===== src/rtl/nibble_add_sequencer_pkg.sv =====
// ---------------------------------------------------------------------------
// add_seq_pkg
// Shared definitions for the nibble-serial add/subtract sequencer:
//   - NIB_W     : width of the single adder slice (one nibble)
//   - state_t   : sequencer state encoding (IDLE / RUN / DONE)
//   - idx_width : width of the nibble index counter, never less than 1 bit
// ---------------------------------------------------------------------------
package add_seq_pkg;

    localparam int NIB_W = 4;

    typedef enum logic [1:0] {
        IDLE = 2'd0,
        RUN  = 2'd1,
        DONE = 2'd2
    } state_t;

    // clog2(nib) with a floor of one bit so a single-nibble build still
    // has a legal counter.
    function automatic int idx_width(input int nib);
        return (nib <= 2) ? 1 : $clog2(nib);
    endfunction

endpackage


===== src/rtl/nibble_add_sequencer_if.sv =====
// ---------------------------------------------------------------------------
// nibble_add_sequencer_if
// Operand/result handshake bundle for nibble_add_sequencer.
//   operand side : in_valid, in_ready, a, b, cin, sub
//   result side  : out_valid, out_ready, sum, cout, ovf
//   status       : busy
// master = producer/consumer around the block, slave = the sequencer itself.
// ---------------------------------------------------------------------------
interface nibble_add_sequencer_if #(
    parameter int WIDTH = 16
);
    logic             in_valid;
    logic             in_ready;
    logic [WIDTH-1:0] a;
    logic [WIDTH-1:0] b;
    logic             cin;
    logic             sub;
    logic             out_valid;
    logic             out_ready;
    logic [WIDTH-1:0] sum;
    logic             cout;
    logic             ovf;
    logic             busy;

    modport master (
        output in_valid, a, b, cin, sub, out_ready,
        input  in_ready, out_valid, sum, cout, ovf, busy
    );

    modport slave (
        input  in_valid, a, b, cin, sub, out_ready,
        output in_ready, out_valid, sum, cout, ovf, busy
    );

endinterface


===== src/rtl/nibble_add_sequencer_rca4.sv =====
// ---------------------------------------------------------------------------
// ripplecarryadder_4
// Purely combinational 4-bit ripple-carry adder; the only arithmetic slice
// used by the sequencer.
//   a, b  : nibble operands
//   Cin   : carry into bit 0
//   sum   : nibble sum
//   carry : carry out of bit 3
// ---------------------------------------------------------------------------
module ripplecarryadder_4
    import add_seq_pkg::*;
(
    input  logic [NIB_W-1:0] a,
    input  logic [NIB_W-1:0] b,
    input  logic             Cin,
    output logic [NIB_W-1:0] sum,
    output logic             carry
);

    logic [NIB_W:0] c;

    assign c[0] = Cin;

    for (genvar i = 0; i < NIB_W; i++) begin : g_fa
        assign sum[i]  = a[i] ^ b[i] ^ c[i];
        assign c[i+1]  = (a[i] & b[i]) | (c[i] & (a[i] ^ b[i]));
    end

    assign carry = c[NIB_W];

endmodule


===== src/rtl/nibble_add_sequencer.sv =====
// ---------------------------------------------------------------------------
// nibble_add_sequencer
// Adds (or subtracts) two WIDTH-bit operands through one 4-bit ripple-carry
// slice, one nibble per cycle, LSB nibble first, with the carry registered
// between nibbles. WIDTH must be a multiple of 4 and at least 4; it must match
// the WIDTH of the connected interface.
//   clk  : rising-edge clock
//   rst  : synchronous active-high reset, discards any in-flight operation
//   bus  : operand/result handshake (see nibble_add_sequencer_if)
// Result is valid NIB cycles after the operand handshake; sum/cout/ovf only
// change on the final nibble edge (or reset).
// ---------------------------------------------------------------------------
module nibble_add_sequencer
    import add_seq_pkg::*;
#(
    parameter int WIDTH = 16
) (
    input  logic                   clk,
    input  logic                   rst,
    nibble_add_sequencer_if.slave  bus
);

    localparam int NIB   = WIDTH / NIB_W;
    localparam int IDX_W = idx_width(NIB);

    state_t             state;
    state_t             state_nxt;

    logic [WIDTH-1:0]   a_reg;
    logic [WIDTH-1:0]   b_reg;
    logic [WIDTH-1:0]   sum_reg;    // partial result, shifted in from the top
    logic [WIDTH-1:0]   sum_q;      // visible result, updated once per op
    logic               carry_reg;
    logic               cout_q;
    logic               ovf_q;
    logic               a_msb;
    logic               b_msb;
    logic [IDX_W-1:0]   nib_idx;

    logic [WIDTH-1:0]   b_eff;
    logic [NIB_W-1:0]   nib_sum;
    logic               nib_carry;
    logic [WIDTH-1:0]   sum_shift;
    logic               last_nib;

    // Subtraction is a + ~b + 1; the +1 comes in through the carry register.
    assign b_eff    = bus.sub ? ~bus.b : bus.b;
    assign last_nib = (nib_idx == IDX_W'(NIB - 1));

    ripplecarryadder_4 u_adder (
        .a     (a_reg[NIB_W-1:0]),
        .b     (b_reg[NIB_W-1:0]),
        .Cin   (carry_reg),
        .sum   (nib_sum),
        .carry (nib_carry)
    );

    // Each new nibble lands in the top of the partial sum; after NIB shifts
    // the first nibble has reached bit 0.
    if (NIB == 1) begin : g_single
        assign sum_shift = nib_sum;
    end else begin : g_multi
        assign sum_shift = {nib_sum, sum_reg[WIDTH-1:NIB_W]};
    end

    // -----------------------------------------------------------------------
    // State register
    // -----------------------------------------------------------------------
    // NOTE: sequential state uses non-blocking assignments so every register
    // samples the pre-edge values, independent of statement order.
    always_ff @(posedge clk) begin
        if (rst) begin
            state <= IDLE;
        end else begin
            state <= state_nxt;
        end
    end

    // -----------------------------------------------------------------------
    // Next state and handshake outputs
    // -----------------------------------------------------------------------
    // NOTE: every signal written here gets a default first, so no path can
    // leave it unassigned and infer a latch.
    always_comb begin
        state_nxt     = state;
        bus.in_ready  = 1'b0;
        bus.out_valid = 1'b0;
        bus.busy      = 1'b0;

        unique case (state)
            IDLE: begin
                bus.in_ready = 1'b1;
                if (bus.in_valid) begin
                    state_nxt = RUN;
                end
            end
            RUN: begin
                bus.busy = 1'b1;
                if (last_nib) begin
                    state_nxt = DONE;
                end
            end
            DONE: begin
                bus.busy      = 1'b1;
                bus.out_valid = 1'b1;
                // Return to IDLE only; in_ready rises the following cycle.
                if (bus.out_ready) begin
                    state_nxt = IDLE;
                end
            end
            default: begin
                state_nxt = IDLE;
            end
        endcase
    end

    // -----------------------------------------------------------------------
    // Datapath
    // -----------------------------------------------------------------------
    // NOTE: with a synchronous reset, every datapath register is cleared
    // explicitly; there is no storage array here that would need exempting.
    always_ff @(posedge clk) begin
        if (rst) begin
            a_reg     <= '0;
            b_reg     <= '0;
            sum_reg   <= '0;
            sum_q     <= '0;
            carry_reg <= 1'b0;
            cout_q    <= 1'b0;
            ovf_q     <= 1'b0;
            a_msb     <= 1'b0;
            b_msb     <= 1'b0;
            nib_idx   <= '0;
        end else begin
            unique case (state)
                IDLE: begin
                    if (bus.in_valid) begin
                        a_reg     <= bus.a;
                        b_reg     <= b_eff;
                        carry_reg <= bus.sub | bus.cin;
                        nib_idx   <= '0;
                        a_msb     <= bus.a[WIDTH-1];
                        b_msb     <= b_eff[WIDTH-1];
                    end
                end
                RUN: begin
                    sum_reg   <= sum_shift;
                    a_reg     <= a_reg >> NIB_W;
                    b_reg     <= b_reg >> NIB_W;
                    carry_reg <= nib_carry;
                    nib_idx   <= nib_idx + 1'b1;
                    if (last_nib) begin
                        sum_q  <= sum_shift;
                        cout_q <= nib_carry;
                        // Signed overflow: like-signed operands, result sign differs.
                        ovf_q  <= (a_msb == b_msb) && (nib_sum[NIB_W-1] != a_msb);
                    end
                end
                default: begin
                end
            endcase
        end
    end

    assign bus.sum  = sum_q;
    assign bus.cout = cout_q;
    assign bus.ovf  = ovf_q;

endmodule

===== src/flat_wrapper.sv =====
// flat-port wrapper written by rule: the top's interface ports become plain ports
module nibble_add_sequencer_flat import add_seq_pkg::*;
#(
    parameter int WIDTH = 16
)
  (clk, rst, bus_in_valid, bus_a, bus_b, bus_cin, bus_sub, bus_out_ready, bus_in_ready, bus_out_valid, bus_sum, bus_cout, bus_ovf, bus_busy);
  nibble_add_sequencer_if #(.WIDTH(WIDTH)) bus_i ();
  input  logic clk;
  input  logic rst;
  input wire logic [$bits(bus_i.in_valid)-1:0] bus_in_valid;
  input wire logic [$bits(bus_i.a)-1:0] bus_a;
  input wire logic [$bits(bus_i.b)-1:0] bus_b;
  input wire logic [$bits(bus_i.cin)-1:0] bus_cin;
  input wire logic [$bits(bus_i.sub)-1:0] bus_sub;
  input wire logic [$bits(bus_i.out_ready)-1:0] bus_out_ready;
  output wire logic [$bits(bus_i.in_ready)-1:0] bus_in_ready;
  output wire logic [$bits(bus_i.out_valid)-1:0] bus_out_valid;
  output wire logic [$bits(bus_i.sum)-1:0] bus_sum;
  output wire logic [$bits(bus_i.cout)-1:0] bus_cout;
  output wire logic [$bits(bus_i.ovf)-1:0] bus_ovf;
  output wire logic [$bits(bus_i.busy)-1:0] bus_busy;
  assign bus_i.in_valid = bus_in_valid;
  assign bus_i.a = bus_a;
  assign bus_i.b = bus_b;
  assign bus_i.cin = bus_cin;
  assign bus_i.sub = bus_sub;
  assign bus_i.out_ready = bus_out_ready;
  assign bus_in_ready = bus_i.in_ready;
  assign bus_out_valid = bus_i.out_valid;
  assign bus_sum = bus_i.sum;
  assign bus_cout = bus_i.cout;
  assign bus_ovf = bus_i.ovf;
  assign bus_busy = bus_i.busy;
  nibble_add_sequencer #(.WIDTH(WIDTH)) u_core (.clk(clk), .rst(rst), .bus(bus_i));
endmodule

===== config.mk =====
export PLATFORM = sky130hd
export DESIGN_NAME = nibble_add_sequencer_flat
export DESIGN_NICKNAME = d
export VERILOG_FILES = /design/src/rtl/nibble_add_sequencer_pkg.sv /design/src/rtl/nibble_add_sequencer_if.sv /design/src/rtl/nibble_add_sequencer_rca4.sv /design/src/rtl/nibble_add_sequencer.sv /design/src/flat_wrapper.sv
export SDC_FILE = /design/constraint.sdc
export NUM_CORES = 1
export LEC_CHECK = 0
export ABC_AREA = 1
export ABC_CLOCK_PERIOD_IN_PS = 2800
export CAP_MARGIN = 20
export CELL_PAD_IN_SITES_DETAIL_PLACEMENT = 1
export CELL_PAD_IN_SITES_GLOBAL_PLACEMENT = 1
export CORE_MARGIN = 2
export CORE_UTILIZATION = 38
export CTS_BUF_LIST = sky130_fd_sc_hd__clkbuf_8
export CTS_CLUSTER_SIZE = 24
export DETAILED_ROUTE_END_ITERATION = 6
export PLACE_DENSITY_LB_ADDON = 0.08
export RECOVER_POWER = 50
export SYNTH_ARGS = -nofsm -noshare
export SYNTH_HDL_FRONTEND = slang
export SYNTH_SLANG_ARGS = --single-unit
export TNS_END_PERCENT = 1

===== constraint.sdc =====
create_clock -name clk -period 2.8 [get_ports clk]
set_clock_uncertainty 0.1 [all_clocks]
set_input_delay 0.28 -clock clk [delete_from_list [all_inputs] [get_ports clk]]
set_output_delay 0.28 -clock clk [all_outputs]
set_load 0.02 [all_outputs]

==> results of run 1 <==
## cell families after synthesis
family | share of synthesized area, %
xor+xnor | 0.848
buf+inv | 7.79
simple gates | 26.5
flops | 44.6
compound gates | 16.1
fa+ha+maj | 4.20
## through the flow
step                power [W]  cells  setup WS, ps
floorplan             0.00196    433           519
global placement      0.00219    571           438
detailed placement    0.00222    571           362
CTS                   0.00318    587           331
global route          0.00337    587           185
finish                0.00314    587           361
## cells in the mapped netlist (all sizes together), types with 3 or more instances
master,count
a21oi,45
nand3,8
ha,4
nand2,97
xor2,3
inv,21
dfxtp,69
fa,4
nor2,88
o21ai,52
or2,12
buf,19
clkbuf,8
## power by group
group | total [W] | internal [W] | switching [W]
registers | 0.00127 | 0.00117 | 0.000104
logic | 0.000926 | 0.000338 | 0.000588
clock network | 0.000944 | 0.000552 | 0.000392
total | 0.00314 | 0.00206 | 0.00108
## cells in the final DEF, fill, tap and decap left out
| cell | Yosys | routed |
|---|---|---|
| nand4_1 | 1 | 1 |
| nand3_1 | 8 | 8 |
| clkdlybuf4s50_1 | 0 | 39 |
| a21oi_1 | 45 | 45 |
| ha_1 | 4 | 3 |
| inv_6 | 0 | 1 |
| dfxtp_1 | 69 | 69 |
| buf_4 | 6 | 5 |
| o21ai_0 | 48 | 50 |
| o21ai_1 | 4 | 2 |
| nand2_1 | 95 | 96 |
| or2_2 | 12 | 12 |
| fa_1 | 4 | 4 |
| nor2_1 | 88 | 88 |
| clkbuf_8 | 0 | 11 |
| inv_1 | 19 | 20 |
| a211oi_2 | 1 | 1 |
| inv_2 | 2 | 2 |
| dlygate4sd3_1 | 0 | 19 |
| ha_2 | 0 | 1 |
| bufinv_16 | 0 | 2 |
| nand2_2 | 2 | 1 |
| xor2_1 | 3 | 3 |
| clkinvlp_4 | 0 | 1 |
| clkinv_2 | 1 | 1 |
## routing by layer
layer	vias to the layer above	global-route usage (%)	wire length, um
met3	8	4.33	227
met5	-	0	0
met4	0	7.25	114
met2	42	33.9	3990
li1	1464	-	-
met1	1368	22.7	3590
## worst reg2reg max path: cells and delay by family, from the launching register on
kind / cells / cell delay (ps)
buffers and inverters: 4 / 250
adder cells (fa/ha/maj): 4 / 1390
flip-flops: 1 / 330
AND/OR/NAND/NOR: 3 / 260
## how the worst max path moves through the flow
stage               slack (ps)              to  cells past startpoint
global placement           440  u_core.bus.ovf                     11
finish                     360  u_core.bus.ovf                     11
detailed placement         360  u_core.bus.ovf                     11
floorplan                  520  u_core.bus.ovf                     11
CTS                        330  u_core.bus.ovf                     11
global route               190  u_core.bus.ovf                     11
## area by class of cell
type	count	area, sq um
tap	102	128
timing repair buffer	63	618
clock inverter	5	81.3
clock buffer	11	151
sequential	69	1380
inverter	22	82.6
fill	1014	3890
multi-input combinational	315	1480
==> results.toml, run 1 <==
[final_layout]
design_area_sq_um = 3920
nNetsFinal = 526
area_growth_syn_to_layout_pct = 26.5
drive_gt1_share_pct = 7.84
utilization_pct = 50.2
n_antenna_cell = 0

[logic_synthesis]
yosysTopAreaCellShare_pct = 44.6
async_flop_share_pct = 0
avgSynthCellArea_sq_um = 7.15
synth_top_area_cell = "dfxtp_1"
synth_cell_types = 22
yosysSeqAreaShare_pct = 44.6
synth-edff-count = 0
ys_seq_elements = 69
synthTopCellsByArea = "dfxtp_1, nand2_1, nor2_1"
netlist_instances = 433
syn_nets = 479
yosys_warnings = 0
synth_top_flop_cell = "dfxtp_1"
synth_area_sq_um = 3100

[clock_network]
hold_buffers = 0
cts_buffers = 9
post-cts-setup-buffer-count = 0
cts_resized = 0
cts-root-buf = "clkbuf_8"
htree_levels = 3
cts_tree = "done"
clock_path_buffers = 2
clk_pin_slew_ps = 80
cts_sinks = 69
clk_latency_ps = 350

[routing]
routedWlPerCell_um = 13.5
vias = 2882
vias_per_cell = 4.91
antenna_left = 0
drt_wl_total_um = 7920
drt_iter0_drc = 75
firstDrtPassIters = 4
route.detailed.drc = 0

[critical_path]
crit_start = "u_core.carry_reg"
start_kind = "register"
cp-end-kind = "register"
crit_path_max_incr_delay_ps = 460
cp.required_ps = 2950
path_max_fanout = 4
ff2ff_path_depth = 11
r2r_end = "u_core.bus.ovf"
crit_slowest_cell = "fa_1"
cp_num_buf_inv = 4
r2r_slack_ps = 360
arrival_ps = 2590
path_cells = "fa_1 -> inv_1 -> fa_1 -> inv_1 -> fa_1 -> inv_1 -> fa_1 -> nand3_1 -> nand3_1 -> nand2_1 -> inv_1"
critPathTopFamily = "adder cells"
timing.rr.start = "u_core.carry_reg"
critPathKind = "reg -> reg"

[global_routing]
track_usage_pct = 19.3
grt_max_degree = 55
antenna_found_initial = 0
grt_pass1_vias = 2773
grt-ovfl-total = 0
grt_first_pass_wirelength_um = 13100

[die]
die_x_um = 94.3
core_sq_um = 7810
io_pins = 59
row_count = 32
die_height_um = 94.3
initial_core_util_pct = 39.7
die_area_sq_um = 8890

[power]
leakagePower_nw = 1.69
irDropWorstVdd_uv = 341
p_per_area_nw_per_um2 = 801

[timing]
whs_ps = 370
post-route-period-util_pct = 87.1
finalHoldViolCount = 0
fmax_mhz = 410
period_minus_slack_ps = 2440
max-slew-margin-rel_pct = 12.8
slew_viol_final = 0
final-setup-viol-count = 0
setup_tns_ps = 0
tightestPinTransition_ps = 1310
rsz0062_at_grt = "no"

[placed_design]
hpwl_um = 5400
gp_congestion = 0.715
port-buffer-count = 58
placed_cell_area_sq_um = 3690

[run_status]
status = "finished, final reports clean"

[min_path]
hold_path_class = "reg -> reg"
hold_path_startpoint = "u_core.a_reg[14]"
whs_endpoint = "u_core.a_reg[14]"
min_path_cells = 2

[job]
max-cap-violations = 0
Power figures use the tool's default switching activity.
==> inputs of run 2 (changes only) <==
--- a/config.mk
+++ b/config.mk
@@ -7,5 +7,5 @@
 export LEC_CHECK = 0
 export ABC_AREA = 1
-export ABC_CLOCK_PERIOD_IN_PS = 2800
+export ABC_CLOCK_PERIOD_IN_PS = 2400
 export CAP_MARGIN = 20
 export CELL_PAD_IN_SITES_DETAIL_PLACEMENT = 1
==> constraint.sdc (replaced) <==
create_clock -name clk -period 2.4 [get_ports clk]
set_clock_uncertainty 0.1 [all_clocks]
set_input_delay 0.24 -clock clk [delete_from_list [all_inputs] [get_ports clk]]
set_output_delay 0.24 -clock clk [all_outputs]
set_load 0.005 [all_outputs]
==> run 2 against run 1 <==
- count of clock-buffer cells in the layout shrank 2
- die area did not move
- sequential power up 17%
- sequential share of layout area down 0.18 points
- fmax up 3.9%
- power grew 17%
- critical path depth increased by 1
- worst setup slack worse by 310 ps
- highest routed layer unchanged
- non-clock buffer count rose by 2
- critical path type unchanged
- register-to-register slack got worse by 310 ps
==> results.toml, run 2 (synthesized netlist as in run 1, its figures left out) <==
[power]
pwr-share-clk_pct = 29.9
p_switching_w = 0.00128
swShare_pct = 35.0
irDropWorstVdd_uv = 358
internal_power_w = 0.00239
p_comb_share_pct = 29.7
seqPwrFrac_pct = 40.4
leakagePower_nw = 1.69
p_per_area_nw_per_um2 = 931

[final_layout]
n_antenna_cell = 0
n_fill_cell = 1014
nNetsFinal = 528
final_common_cell = "nand2_1"
area_growth_syn_to_layout_pct = 27.3
design_area_sq_um = 3950
utilization_pct = 50.5
drive_gt1_share_pct = 10.3
final_cell_mix = "nand2_1, nor2_1, dfxtp_1"

[die]
die_height_um = 94.3
die_area_sq_um = 8890
row_count = 32
initial_core_util_pct = 39.7
die_x_um = 94.3
core_sq_um = 7810
io_pins = 59

[critical_path]
path_common_cell = "fa_2"
cp-end-kind = "register"
critPathKind = "reg -> reg"
arrival_ps = 2550
start_kind = "register"
path_cells = "fa_2 -> inv_2 -> fa_2 -> inv_2 -> fa_2 -> inv_2 -> fa_2 -> nor2_2 -> nand2_1 -> nand3_1 -> nand2_1 -> inv_1"
path_max_fanout = 3
crit_path_max_incr_delay_ps = 460
cp.required_ps = 2600
crit_slowest_cell = "fa_2"
timing.rr.start = "u_core.a_reg[0]"
crit_start = "u_core.a_reg[0]"

[routing]
vias = 2901
firstDrtPassIters = 4
routedWlPerCell_um = 13.3
drt_iter0_drc = 102
vias_per_cell = 4.93
route.detailed.drc = 0
antenna_left = 0
drt_wl_total_um = 7850

[min_path]
hold_path_class = "in -> reg"
hold_path_startpoint = "bus_a[14]"

[timing]
rsz0062_at_grt = "yes"
whs_ps = 352
finalHoldViolCount = 0
tightestPinTransition_ps = 1300
period_minus_slack_ps = 2350
max-slew-margin-rel_pct = 13.5
fmax_mhz = 426
post-route-period-util_pct = 97.8
slew_viol_final = 0
setup_tns_ps = 0
final-setup-viol-count = 0

[global_routing]
grt_first_pass_wirelength_um = 13300
grt-ovfl-total = 0
grt_max_degree = 55
grt_pass1_vias = 2895
antenna_found_initial = 0
track_usage_pct = 19.3

[clock_network]
cts_buffers = 9
htree_levels = 3
clock_path_buffers = 2
cts_tree = "done"
clk_pin_slew_ps = 80
clk_latency_ps = 350
hold_buffers = 0
cts-root-buf = "clkbuf_8"
cts_sinks = 69

[run_status]
status = "finished, final reports clean"

[placed_design]
placed_cell_area_sq_um = 3700
gp_congestion = 0.735
hpwl_um = 5410
port-buffer-count = 58

[job]
max-cap-violations = 0
## run 2: timing repair
action | in CTS | in global routing
pin swaps | 5 | 3
resized for setup | 10 | 0
setup endpoints to repair | 1 | 1
buffers inserted | 1 | 0
## run 2: worst paths after layout
path | end | slack [ps] | cells past startpoint
hold / removal | u_core.a_reg[14] | 350 | 3
hold reg to reg | u_core.b_reg[12] | 370 | 2
setup / recovery | u_core.bus.ovf | 50 | 12
setup reg to reg | u_core.bus.ovf | 50 | 12
## run 2: stage by stage
step,cells,total power (W),worst slack (ps)
global placement,572,0.00253,37.8
floorplan,433,0.00226,119
CTS,589,0.00372,1.05
detailed placement,572,0.00256,-43.5
global route,589,0.00395,-39.0
finish,589,0.00367,52.0
## run 2: final cells by class
type	count	area (sq um)	area share, %
multi-input combinational	315	1490	37.7
sequential	69	1380	35.1
timing repair buffer	65	633	16.0
tap	102	128	3.24
clock buffer	9	124	3.14
clock inverter	7	106	2.70
inverter	22	82.6	2.09
## run 2: power by group through the flow
stage	combinational, W	clock [W]	sequential [W]
after detailed placement	0.00106	0	0.00150
after floorplan	0.000787	0	0.00147
final	0.00109	0.00110	0.00148
after global routing	0.00125	0.00118	0.00151
after global placement	0.00103	0	0.00150
after CTS	0.00112	0.00112	0.00148
## run 2: worst max-delay path, delay by kind of cell, from the launching register on
family	cells	cell delay, ps
fa+ha+maj	4	1340
buf+inv	4	200
flops	1	340
simple gates	4	310
## run 2: metal layers
metal,wire (um),track usage [%],vias to the layer above
li1,-,-,1479
met3,266,5.30,6
met2,4060,35.4,42
met4,82,4.35,0
met1,3440,22.1,1374
met5,0,0,-
==> inputs of run 3 (changes only) <==
RECOVER_POWER = 25   (was 50)
==> run 3 against run 2 <==
- non-clock buffer count did not move
- die area stayed put
- register-to-register slack is essentially flat
- clock power is essentially flat
- worst setup slack is essentially flat
- via count about the same
==> results.toml, run 3 (synthesized netlist as in run 1, its figures left out) <==
[run_status]
status = "finished, final reports clean"

[routing]
route.detailed.drc = 0
vias = 2899
firstDrtPassIters = 4
drt_wl_total_um = 7860
routedWlPerCell_um = 13.3
antenna_left = 0
drt_iter0_drc = 102
vias_per_cell = 4.92

[critical_path]
critPathKind = "reg -> reg"
crit_path_max_incr_delay_ps = 460
critPathTopFamily = "adder cells"
path_max_fanout = 3
start_kind = "register"
ff2ff_path_depth = 12
cp.depth = 12
cp-end-kind = "register"
path_common_cell = "fa_2"
path_cells = "fa_2 -> inv_2 -> fa_2 -> inv_2 -> fa_2 -> inv_2 -> fa_2 -> nor2_2 -> nand2_1 -> nand3_1 -> nand2_1 -> inv_1"
cp_num_buf_inv = 4
arrival_ps = 2550
crit_slowest_cell = "fa_2"
cp.required_ps = 2600

[clock_network]
clk_pin_slew_ps = 80
cts-root-buf = "clkbuf_8"
clock_path_buffers = 2
clk_latency_ps = 350
hold_buffers = 0
cts_sinks = 69
cts_tree = "done"
htree_levels = 3
cts_buffers = 9

[die]
row_count = 32
die_height_um = 94.3
die_area_sq_um = 8890
initial_core_util_pct = 39.7
core_sq_um = 7810
io_pins = 59
die_x_um = 94.3

[global_routing]
antenna_found_initial = 0
grt_pass1_vias = 2895
grt-ovfl-total = 0
grt_max_degree = 55
track_usage_pct = 19.3
grt_first_pass_wirelength_um = 13300

[placed_design]
place_inst = 572
port-buffer-count = 58
hpwl_um = 5410
gp_congestion = 0.735

[final_layout]
regArea_sq_um = 1380
multi_input_area_sq_um = 1490
drive_gt1_share_pct = 10.3
n_antenna_cell = 0
n_fill_cell = 1014
final_common_cell = "nand2_1"
final_cell_mix = "nand2_1, nor2_1, dfxtp_1"
area_growth_syn_to_layout_pct = 27.3
nNetsFinal = 528
final_cells = 589

[timing]
finalHoldViolCount = 0
whs_ps = 352
rsz0062_at_grt = "yes"
max-slew-margin-rel_pct = 13.1
slew_viol_final = 0
post-route-period-util_pct = 97.8
period_minus_slack_ps = 2350
fmax_mhz = 426
tightestPinTransition_ps = 1300
final-setup-viol-count = 0

[min_path]
min_path_cells = 3
hold_path_class = "in -> reg"

[job]
max-cap-violations = 0

[power]
leakagePower_nw = 1.68
p_per_area_nw_per_um2 = 931
irDropWorstVdd_uv = 358
run 3: path summary, 6_finish.rpt:
| kind | start | to | slack [ps] |
|---|---|---|---|
| setup / recovery | u_core.a_reg[0] | u_core.bus.ovf | 50 |
| hold / removal | bus_a[14] | u_core.a_reg[14] | 350 |
| setup reg to reg | u_core.a_reg[0] | u_core.bus.ovf | 50 |
| hold reg to reg | u_core.b_reg[12] | u_core.b_reg[12] | 370 |
run 3: what timing repair did:
item	in CTS	in global routing
cloned	0	0
endpoints found under the setup margin	1	1
resized for setup	10	0
pin swaps	5	3
setup buffers	1	0
hold endpoints to repair	0	0
run 3: worst min-delay path, stage by stage:
cell and delay, ps:
clkdlybuf4s50_1 390, nand2_1 70, a21oi_1 60
run 3: layer usage:
metal / vias to the layer above / GRT usage (%) / share of wire (%)
met4: 0 / 4.35 / 1.0
met2: 42 / 35.4 / 52
met1: 1373 / 22.1 / 44
met5: - / 0 / 0
li1: 1478 / - / -
met3: 6 / 5.30 / 3.4
run 3: cell type report:
type,count,area share (%)
well taps,102,3.24
repair buffers,65,16.0
clock inverters,7,2.70
multi-input cells,315,37.7
flip-flops and latches,69,35.1
clock buffers,9,3.14
inverters,22,2.09
run 3: per-stage QoR:
stage          total power, W  setup slack, ps  area, sq um  utilization (%)  setup TNS, ps
4_1_cts               0.00372             1.05         3950             50.6              0
2_1_floorplan         0.00226              119         3100                -              0
3_3_place_gp          0.00253             37.8         3700             47.3              0
6_report              0.00367             52.0         3950             50.5              0
5_1_grt               0.00395            -39.0         3950             50.5          -39.0
3_5_place_dp          0.00256            -43.5         3700             47.3          -43.5
run 3: report_power, final:
group | internal (W) | switching, W | leakage, nW
sequential | 0.00136 | 0.000123 | 0.566
combinational | 0.000424 | 0.000665 | 0.996
clock | 0.000603 | 0.000495 | 0.116
